===== src/rtl/fetch_stage_buffered.sv =====
// Instruction fetch stage: one memory request per accepted PC, results queued in an in-order FIFO toward decode.
// Latency 2 cycles accept->done_next with 1-cycle memory; slot reservation stalls the PC stage before the FIFO can overflow.
module fetch_stage_buffered #(
    parameter int ADDR_WIDTH        = 32,
    parameter int INSTRUCTION_WIDTH = 32,
    parameter int BUF_DEPTH         = 2
) (
    input  logic                         clk,
    input  logic                         rst,
    input  logic                         flush,
    output logic                         stall_prev,
    input  logic                         prev_done,
    input  logic                         next_stall,
    output logic                         done_next,
    output logic [ADDR_WIDTH-1:0]        instruction_addr,
    output logic                         instruction_fetch_activate,
    input  logic [INSTRUCTION_WIDTH-1:0] instruction_data,
    input  logic                         instruction_fetch_done,
    input  logic [ADDR_WIDTH-1:0]        program_count_in,
    input  logic                         program_count_valid_in,
    output logic [ADDR_WIDTH-1:0]        program_count_out,
    output logic                         program_count_valid_out,
    output logic [INSTRUCTION_WIDTH-1:0] instruction_data_out,
    output logic                         instruction_data_valid_out
);

    localparam int CNT_W = $clog2(BUF_DEPTH + 1);
    localparam int PTR_W = (BUF_DEPTH > 1) ? $clog2(BUF_DEPTH) : 1;
    localparam int OCC_W = CNT_W + 1;

    typedef struct packed {
        logic [ADDR_WIDTH-1:0]        pc;
        logic                         pcv;
        logic [INSTRUCTION_WIDTH-1:0] ins;
        logic                         iv;
    } entry_t;

    // Request register
    logic [ADDR_WIDTH-1:0] req_pc_q,   req_pc_d;
    logic                  req_pcv_q,  req_pcv_d;
    logic                  req_busy_q, req_busy_d;

    // Result FIFO
    entry_t            buf_q [BUF_DEPTH];
    logic [PTR_W-1:0]  head_q,  head_d;
    logic [PTR_W-1:0]  tail_q,  tail_d;
    logic [CNT_W-1:0]  count_q, count_d;

    logic              complete;
    logic              push;
    logic              pop;
    logic              transfer_prev;
    logic              fifo_empty;
    logic [OCC_W-1:0]  occupancy;
    entry_t            push_entry;
    entry_t            head_entry;

    function automatic logic [PTR_W-1:0] ptr_inc(input logic [PTR_W-1:0] p);
        if (p == PTR_W'(BUF_DEPTH - 1)) begin
            return '0;
        end
        return p + PTR_W'(1);
    endfunction

    // Bubbles have nothing to wait for, so they complete as soon as they are held.
    assign complete   = req_busy_q && (req_pcv_q ? instruction_fetch_done : 1'b1);
    assign push       = complete && !flush && !rst;
    assign fifo_empty = (count_q == '0);
    assign done_next  = !rst && !flush && !fifo_empty;
    assign pop        = done_next && !next_stall;

    // Entries held plus the one in flight must leave a free slot before another PC is taken.
    assign occupancy     = OCC_W'(count_q) + OCC_W'(req_busy_q) - OCC_W'(pop);
    assign stall_prev    = rst || flush || (req_busy_q && !complete) ||
                           (occupancy >= OCC_W'(BUF_DEPTH));
    assign transfer_prev = prev_done && !stall_prev;

    assign instruction_fetch_activate = req_busy_q && req_pcv_q && !flush && !rst;
    assign instruction_addr           = req_busy_q ? req_pc_q : '0;

    always_comb begin
        push_entry     = '0;
        push_entry.pc  = req_pc_q;
        push_entry.pcv = req_pcv_q;
        push_entry.ins = req_pcv_q ? instruction_data : '0;
        push_entry.iv  = req_pcv_q;
    end

    always_comb begin
        req_pc_d   = req_pc_q;
        req_pcv_d  = req_pcv_q;
        req_busy_d = req_busy_q;
        if (flush) begin
            req_busy_d = 1'b0;
        end else if (transfer_prev) begin
            req_pc_d   = program_count_in;
            req_pcv_d  = program_count_valid_in;
            req_busy_d = 1'b1;
        end else if (complete) begin
            req_busy_d = 1'b0;
        end
    end

    always_comb begin
        head_d  = head_q;
        tail_d  = tail_q;
        count_d = count_q;
        if (flush) begin
            head_d  = '0;
            tail_d  = '0;
            count_d = '0;
        end else begin
            if (pop) begin
                head_d = ptr_inc(head_q);
            end
            if (push) begin
                tail_d = ptr_inc(tail_q);
            end
            count_d = count_q + CNT_W'(push) - CNT_W'(pop);
        end
    end

    always_ff @(posedge clk) begin
        if (rst) begin
            req_pc_q   <= '0;
            req_pcv_q  <= 1'b0;
            req_busy_q <= 1'b0;
            head_q     <= '0;
            tail_q     <= '0;
            count_q    <= '0;
        end else begin
            req_pc_q   <= req_pc_d;
            req_pcv_q  <= req_pcv_d;
            req_busy_q <= req_busy_d;
            head_q     <= head_d;
            tail_q     <= tail_d;
            count_q    <= count_d;
        end
    end

    always_ff @(posedge clk) begin
        if (push) begin
            buf_q[tail_q] <= push_entry;
        end
    end

    // Data outputs stay at zero whenever nothing is queued.
    assign head_entry = fifo_empty ? '0 : buf_q[head_q];

    assign program_count_out          = head_entry.pc;
    assign program_count_valid_out    = head_entry.pcv;
    assign instruction_data_out       = head_entry.ins;
    assign instruction_data_valid_out = head_entry.iv;

    a_no_overflow: assert property (@(posedge clk) disable iff (rst)
        !(push && !pop && (count_q == CNT_W'(BUF_DEPTH))));
    a_count_bound: assert property (@(posedge clk) disable iff (rst)
        count_q <= CNT_W'(BUF_DEPTH));

endmodule


===== config.mk =====
export PLATFORM = sky130hd
export DESIGN_NAME = fetch_stage_buffered
export DESIGN_NICKNAME = d
export VERILOG_FILES = /design/src/rtl/fetch_stage_buffered.sv
export SDC_FILE = /design/constraint.sdc
export NUM_CORES = 1
export LEC_CHECK = 0
export CORE_MARGIN = 2
export CORE_UTILIZATION = 30
export DETAILED_ROUTE_END_ITERATION = 8
export SLEW_MARGIN = 10
export SYNTH_ARGS = -nofsm -noshare
export SYNTH_HDL_FRONTEND = slang
export SYNTH_SLANG_ARGS = --single-unit

===== constraint.sdc =====
create_clock -name clk -period 4.47 [get_ports clk]
set_clock_uncertainty 0.15 [all_clocks]
set_input_delay 0.894 -clock clk [delete_from_list [all_inputs] [get_ports clk]]
set_output_delay 0.894 -clock clk [all_outputs]
set_load 0.05 [all_outputs]

==> metrics.md, run 1 <==
| Metric | Value |
|---|---|
| RR Endpoint | `req_pc_q[10]$_SDFFE_PP0P_` |
| Synth warn | `0` |
| Hold Path Cell Cnt | `0` |
| CTS H-Tree Depth | `4` |
| Vias | `4302` |
| Min Tclk post-route | `4.36 ns` |
| Critical path class | `in2out` |
| Via density | `4.29` |
| Largest net degree at the start of global routing | `69` |
| Post-Syn Area | `7080 sq um` |
| Number of port buffers | `171` |
| Worst skew pair latency | `0.41 ns` |
| Switching Share | `0.199` |
| Switch Pwr | `0.654 mW` |
| Post-DRT Antenna Nets | `0` |
| Crit path arrival time | `3.32 ns` |
| Hold buffer count at cts | `0` |
| Clock Power Share | `0.428` |
| Flop-to-flop setup slack | `1.51 ns` |
| Syn_nets | `569` |
| Final hold slack | `0.325 ns` |
| CTS max path bufs | `2` |
| Post-DR wirelength/cell | `15.9 um` |
| Routability cong. | `0.790` |
| Post-synthesis sequential area ratio | `0.662` |
| First-pass GRT wire length | `24700 um` |
| Finish-stage setup viols | `0` |
| Gate power share | `0.049` |
| Layout cells sized above 1 | `0.132` |
| Slew Limit Fails | `0` |
| Fin crit share | `0.976` |
| Row count | `56` |
| Starting density of the core | `0.303` |
| Slew @ Worst Pin | `0.806 ns` |
| Total power | `3.30 mW` |
| Flops & latches, synth | `169` |
| Leakage power | `3.34 nW` |
| Class of the worst hold path | `reg2reg` |
| Core box area | `23300 sq um` |
| DRC | `0` |
| Critical path capture point type | `output pin` |
| Initial antenna violation count | `0` |
| Worst Path Max Fanout | `2` |
| CP endpoint | `stall_prev` |
| Final HPWL DP | `10300 um` |
| Die Area | `24800 sq um` |
| Area grow syn2layout | `38.6%` |
| CTS tree | `built` |
| # fillers | `2145` |
| Outcome | `completed` |
| Die height | `158 um` |
| Clock tree root driver cell | `clkbuf_16` |
| DRT Pass-1 Iters | `4` |
| Peak Freq | `229 MHz` |
| Distinct cells, synth | `32` |
| Die Wd | `158 um` |
| Fin util | `0.421` |
| Worst slew margin relative to its limit | `0.462` |
| Reg power frac | `0.523` |
| N_diodes | `0` |
| Sum Neg Setup Slack | `0 ns` |
| CP Launch Type | `input port` |
| PD cells | `336 nW/um^2` |
| Post-Layout Inst Area | `9820 sq um` |
| Maximum vdd drop | `0.229 mV` |
| Final Hold Fails | `0` |
| CTS Buf Count | `17` |
| Total global routing overflow | `0` |
| Cells after synthesis | `494` |
| Mean Syn Cell Area | `14.3 sq um` |
| Maxcap violations | `0` |
| Cell internal pwr | `2.64 mW` |
| Top Ports | `172` |
| Critical path origin | `rst` |
| Clk sinks | `169` |
| Final WL | `15900 um` |
| WP data required | `3.43 ns` |
| Vias in the first global route | `4563` |
| RSZ-0062 raised after global routing | `no` |
| Clock input transition at the sequential cells of the worst setup and hold paths | `0.06 ns` |
| Dpl cell area | `9210 sq um` |
| Total Routing Usage GR | `0.132` |
| Reg2Reg Depth | `10` |
| Nets@finish | `745` |
| 1st-iter DRT viols | `152` |
| R2r startpoint | `count_q[1]$_SDFF_PP0_` |
-- layer usage --
metal / global-route usage / routed length [um]
met4: 0.0359 / 85
met3: 0.0391 / 777
met1: 0.172 / 7440
met5: 0 / 0
met2: 0.214 / 7600
-- cell families (layout without fill, tap and decap cells) --
family                     count (synthesis)  after routing  share of synthesized area
and+or+nand+nor                          181            181                      0.139
DFF                                      169            169                      0.662
muxes                                     98             98                      0.160
buffers and inverters                     33            222                     0.0226
AOI/OAI and AO/OA                          6              6                    0.00477
adders and majority gates                  4              4                    0.00813
xor gates and xnor gates                   3              3                    0.00371
-- area by class of cell --
| cell class | instances | area, sq um | share of cell area |
|---|---|---|---|
| Multi-Input combinational cell | 292 | 2270 | 0.231 |
| Sequential cell | 169 | 4690 | 0.478 |
| Clock inverter | 9 | 86.3 | 0.00880 |
| Tap cell | 319 | 399 | 0.0407 |
| Clock buffer | 23 | 489 | 0.0498 |
| Inverter | 4 | 15.0 | 0.00153 |
| Timing Repair Buffer | 186 | 1870 | 0.191 |
-- what timing repair did --
action / in CTS / in global routing
endpoints found under the hold margin: 0 / 0
setup endpoints to repair: 1 / 1
buffers inserted: 1 / 0
resized for setup: 1 / 3
-- cell usage in the layout, fill, tap and decap left out, types with 2 or more instances in the layout --
cell | synthesis | layout
inv_4 | 0 | 2
buf_4 | 1 | 13
and2b_1 | 2 | 2
xnor2_1 | 2 | 2
ha_1 | 3 | 3
buf_12 | 0 | 4
clkdlybuf4s50_1 | 0 | 168
clkbuf_1 | 14 | 3
edfxtp_1 | 130 | 130
clkinv_2 | 0 | 2
mux2_2 | 3 | 3
nor2_1 | 70 | 68
nor2_4 | 0 | 2
clkbuf_16 | 0 | 18
mux2i_1 | 65 | 65
and2_1 | 65 | 65
inv_1 | 4 | 3
nor2b_1 | 31 | 31
a21oi_1 | 4 | 4
inv_6 | 0 | 3
clkbuf_8 | 0 | 2
dfxtp_1 | 39 | 38
nand2b_1 | 2 | 2
mux2_4 | 30 | 30
nand3_1 | 3 | 2
-- power by group through the flow --
stage / registers (mW) / clock network, mW / logic [mW]
after floorplan: 1.75 / 0 / 0.0752
after global placement: 1.76 / 0 / 0.157
after detailed placement: 1.76 / 0 / 0.160
after CTS: 1.72 / 1.46 / 0.162
after global routing: 1.73 / 1.53 / 0.172
final: 1.72 / 1.41 / 0.161
-- worst min path at each step --
stage | from | to | slack, ns
6_report | req_pc_q[14]$_SDFFE_PP0P_ | buf_q[0][48]$_DFFE_PP_ | 0.32
2_1_floorplan | req_pc_q[8]$_SDFFE_PP0P_ | buf_q[0][42]$_DFFE_PP_ | 0.28
5_1_grt | req_pc_q[22]$_SDFFE_PP0P_ | buf_q[0][56]$_DFFE_PP_ | 0.35
4_1_cts | req_pc_q[14]$_SDFFE_PP0P_ | buf_q[0][48]$_DFFE_PP_ | 0.33
3_5_place_dp | req_pc_q[14]$_SDFFE_PP0P_ | buf_q[1][48]$_DFFE_PP_ | 0.32
3_3_place_gp | req_pc_q[4]$_SDFFE_PP0P_ | buf_q[1][38]$_DFFE_PP_ | 0.30
-- Yosys cell counts --
cell / count / area, sq um
nand2b_1: 2 / 12.5
a21oi_1: 4 / 20.0
nor3_1: 1 / 5.00
buf_2: 8 / 40.0
inv_1: 4 / 15.0
buf_6: 3 / 33.8
buf_1: 3 / 11.3
nor3b_4: 1 / 18.8
xor2_1: 1 / 8.76
nand4_4: 1 / 21.3
or2_2: 1 / 6.26
nand3b_1: 1 / 7.51
mux2i_1: 65 / 651
fa_1: 1 / 20.0
nor2_1: 70 / 263
xnor2_1: 2 / 17.5
a31o_2: 1 / 8.76
mux2_4: 30 / 450
clkbuf_1: 14 / 52.6
and3_1: 1 / 6.26
dfxtp_1: 39 / 781
o21ai_0: 1 / 5.00
and2_1: 65 / 407
ha_1: 3 / 37.5
buf_4: 1 / 7.51
or3_1: 1 / 6.26
mux2_2: 3 / 33.8
nand3_1: 3 / 15.0
nand4_1: 1 / 6.26
nor2b_1: 31 / 194
and2b_1: 2 / 15.0
edfxtp_1: 130 / 3900
-- per-stage QoR --
stage               worst slack (ns)  instances
global placement             -0.0182        969
detailed placement            -0.163        969
global route                 0.00782       1002
floorplan                      0.305        494
CTS                           0.0309       1002
finish                         0.106       1002
-- state kept, by name (all words and copies together), names as in the netlist, named ones only --
name        count
req_pcv_q       1
req_busy_q      1
tail_q          1
buf_q         130
count_q         2
head_q          1
req_pc_q       32
-- worst max-delay path, cell delays in order --
cell and delay (ns):
clkdlybuf4s50_1 0.42, or2_2 0.36, nor3_4 0.20, ha_1 0.25, nand2b_1 0.15, fa_1 0.51, nor3b_4 0.20, nand3_2 0.14
buf_6 0.19
(Power assumes the default switching activity.)
==> run 2: changes to the inputs <==
Settings changed: ABC_AREA set to 0, CORE_MARGIN 2 to 3, CORE_UTILIZATION 30 to 45, PLACE_DENSITY set to 0.77.
==> metrics.md, run 2 (same netlist as run 1, synthesis figures left out) <==
| Metric | Value |
|---|---|
| Critical path capture point type | `output pin` |
| Starting density of the core | `0.462` |
| Number of port buffers | `171` |
| Post-DRT Antenna Nets | `0` |
| CP max-delay cell | `fa_1` |
| WP data required | `3.43 ns` |
| Final Hold Fails | `0` |
| Die Area | `17300 sq um` |
| Core box area | `15300 sq um` |
| Biggest register | `buf_q` |
| Commonest non-fill, non-tap cell in the layout | `clkdlybuf4s50_1` |
| PD cells | `349 nW/um^2` |
| Vias in the first global route | `4655` |
| Area grow syn2layout | `37.5%` |
| Top Registers | `buf_q: 130 flops, req_pc_q: 32 flops, count_q: 2 flops` |
| Peak Freq | `228 MHz` |
| DRT Pass-1 Iters | `4` |
| Initial antenna violation count | `0` |
| Crit path arrival time | `3.34 ns` |
| Final WL | `15100 um` |
| Worst Path Max Fanout | `2` |
| RSZ-0062 raised after global routing | `no` |
| Slew @ Worst Pin | `0.725 ns` |
| Total Routing Usage GR | `0.179` |
| Top delay family on crit path | `simple AND/OR/NAND/NOR gates` |
| Total global routing overflow | `0` |
| Final hold slack | `0.325 ns` |
| Finish-stage setup viols | `0` |
| CTS Buf Count | `17` |
| FF/Latch Area | `4690 sq um` |
| Worst skew pair latency | `0.42 ns` |
| Post-DR wirelength/cell | `16.9 um` |
| Most frequent cells in the layout | `168 x clkdlybuf4s50_1, 130 x edfxtp_1, 68 x nor2_1, 65 x mux2i_1, 65 x and2_1` |
| 1st-iter DRT viols | `215` |
| Fin crit share | `0.980` |
| Vias | `4344` |
| Buffer count from post-CTS setup fixing | `0` |
| Critical Path Max Stage Delay | `0.51 ns` |
| Maximum vdd drop | `0.269 mV` |
| Die height | `131 um` |
| Maxcap violations | `0` |
| # fillers | `1171` |
| Largest net degree at the start of global routing | `69` |
| DRC | `0` |
| Total power | `3.40 mW` |
| Via density | `4.86` |
| N_diodes | `0` |
| Min Tclk post-route | `4.38 ns` |
| Worst slew margin relative to its limit | `0.516` |
| Max FFs per register | `130` |
| Outcome | `completed` |
| Post-Layout Inst Area | `9740 sq um` |
| Class of the worst hold path | `reg2reg` |
| CTS max path bufs | `2` |
| Crit path cell chain | `clkdlybuf4s50_1 > or2_2 > nor3_4 > ha_1 > nand2b_1 > fa_1 > nor3b_4 > nand3_1 > buf_4` |
| Layout cells sized above 1 | `0.132` |
| Row count | `45` |
| Fin util | `0.636` |
| CP Launch Type | `input port` |
| Clock input transition at the sequential cells of the worst setup and hold paths | `0.06 ns` |
| CP bufs+invs | `2` |
| Sum Neg Setup Slack | `0 ns` |
| Clock tree root driver cell | `clkbuf_16` |
| Routability cong. | `0.811` |
| Leakage power | `3.36 nW` |
| Final HPWL DP | `9790 um` |
| Top Ports | `172` |
| Nets@finish | `744` |
| Area of the multi-input gates | `2260 sq um` |
| Dpl cell area | `9090 sq um` |
| Die Wd | `131 um` |
| Clk sinks | `169` |
| First-pass GRT wire length | `24400 um` |
| CTS tree | `built` |
| Critical path class | `in2out` |
| CTS H-Tree Depth | `4` |
| Slew Limit Fails | `0` |
run 2: cell type report:
type | instances | area share
Sequential cell | 169 | 0.482
Multi-Input combinational cell | 292 | 0.232
Timing Repair Buffer | 185 | 0.192
Clock buffer | 25 | 0.0576
Tap cell | 211 | 0.0271
Clock inverter | 7 | 0.00758
Inverter | 4 | 0.00154
run 2: what timing repair did:
| action | in CTS | in global routing |
|---|---|---|
| gates resized for setup | 0 | 2 |
| endpoints found under the hold margin | 0 | 0 |
| hold buffers | 0 | 0 |
| setup endpoints to repair | 0 | 1 |
run 2: path summary, 6_finish.rpt:
check | from | end | slack, ns | depth (start not counted)
min | req_pc_q[8]$_SDFFE_PP0P_ | buf_q[0][42]$_DFFE_PP_ | 0.33 | 0
max | flush | stall_prev | 0.09 | 9
max reg2reg | count_q[1]$_SDFF_PP0_ | req_pc_q[7]$_SDFFE_PP0P_ | 1.56 | 10
min reg2reg | req_pc_q[8]$_SDFFE_PP0P_ | buf_q[0][42]$_DFFE_PP_ | 0.33 | 0
run 2: through the flow:
stage | std cells | setup WS [ns]
after floorplan | 494 | 0.305
after global placement | 861 | 0.0710
after detailed placement | 861 | 0.0289
after CTS | 893 | 0.0230
after global routing | 893 | 0.0133
final | 893 | 0.0901
run 2: metal layers:
layer / track usage / wire length (um) / vias up
met5: 0 / 0 / -
met4: 0.0677 / 344 / 0
met3: 0.0525 / 784 / 27
met2: 0.307 / 7560 / 134
met1: 0.214 / 6400 / 2102
li1: - / - / 2081
run 2: power breakdown:
part           total, mW  internal (mW)  switching (mW)
Sequential          1.73           1.71          0.0226
Combinational      0.156          0.101          0.0543
Clock               1.51          0.933           0.580
Total               3.40           2.74           0.657
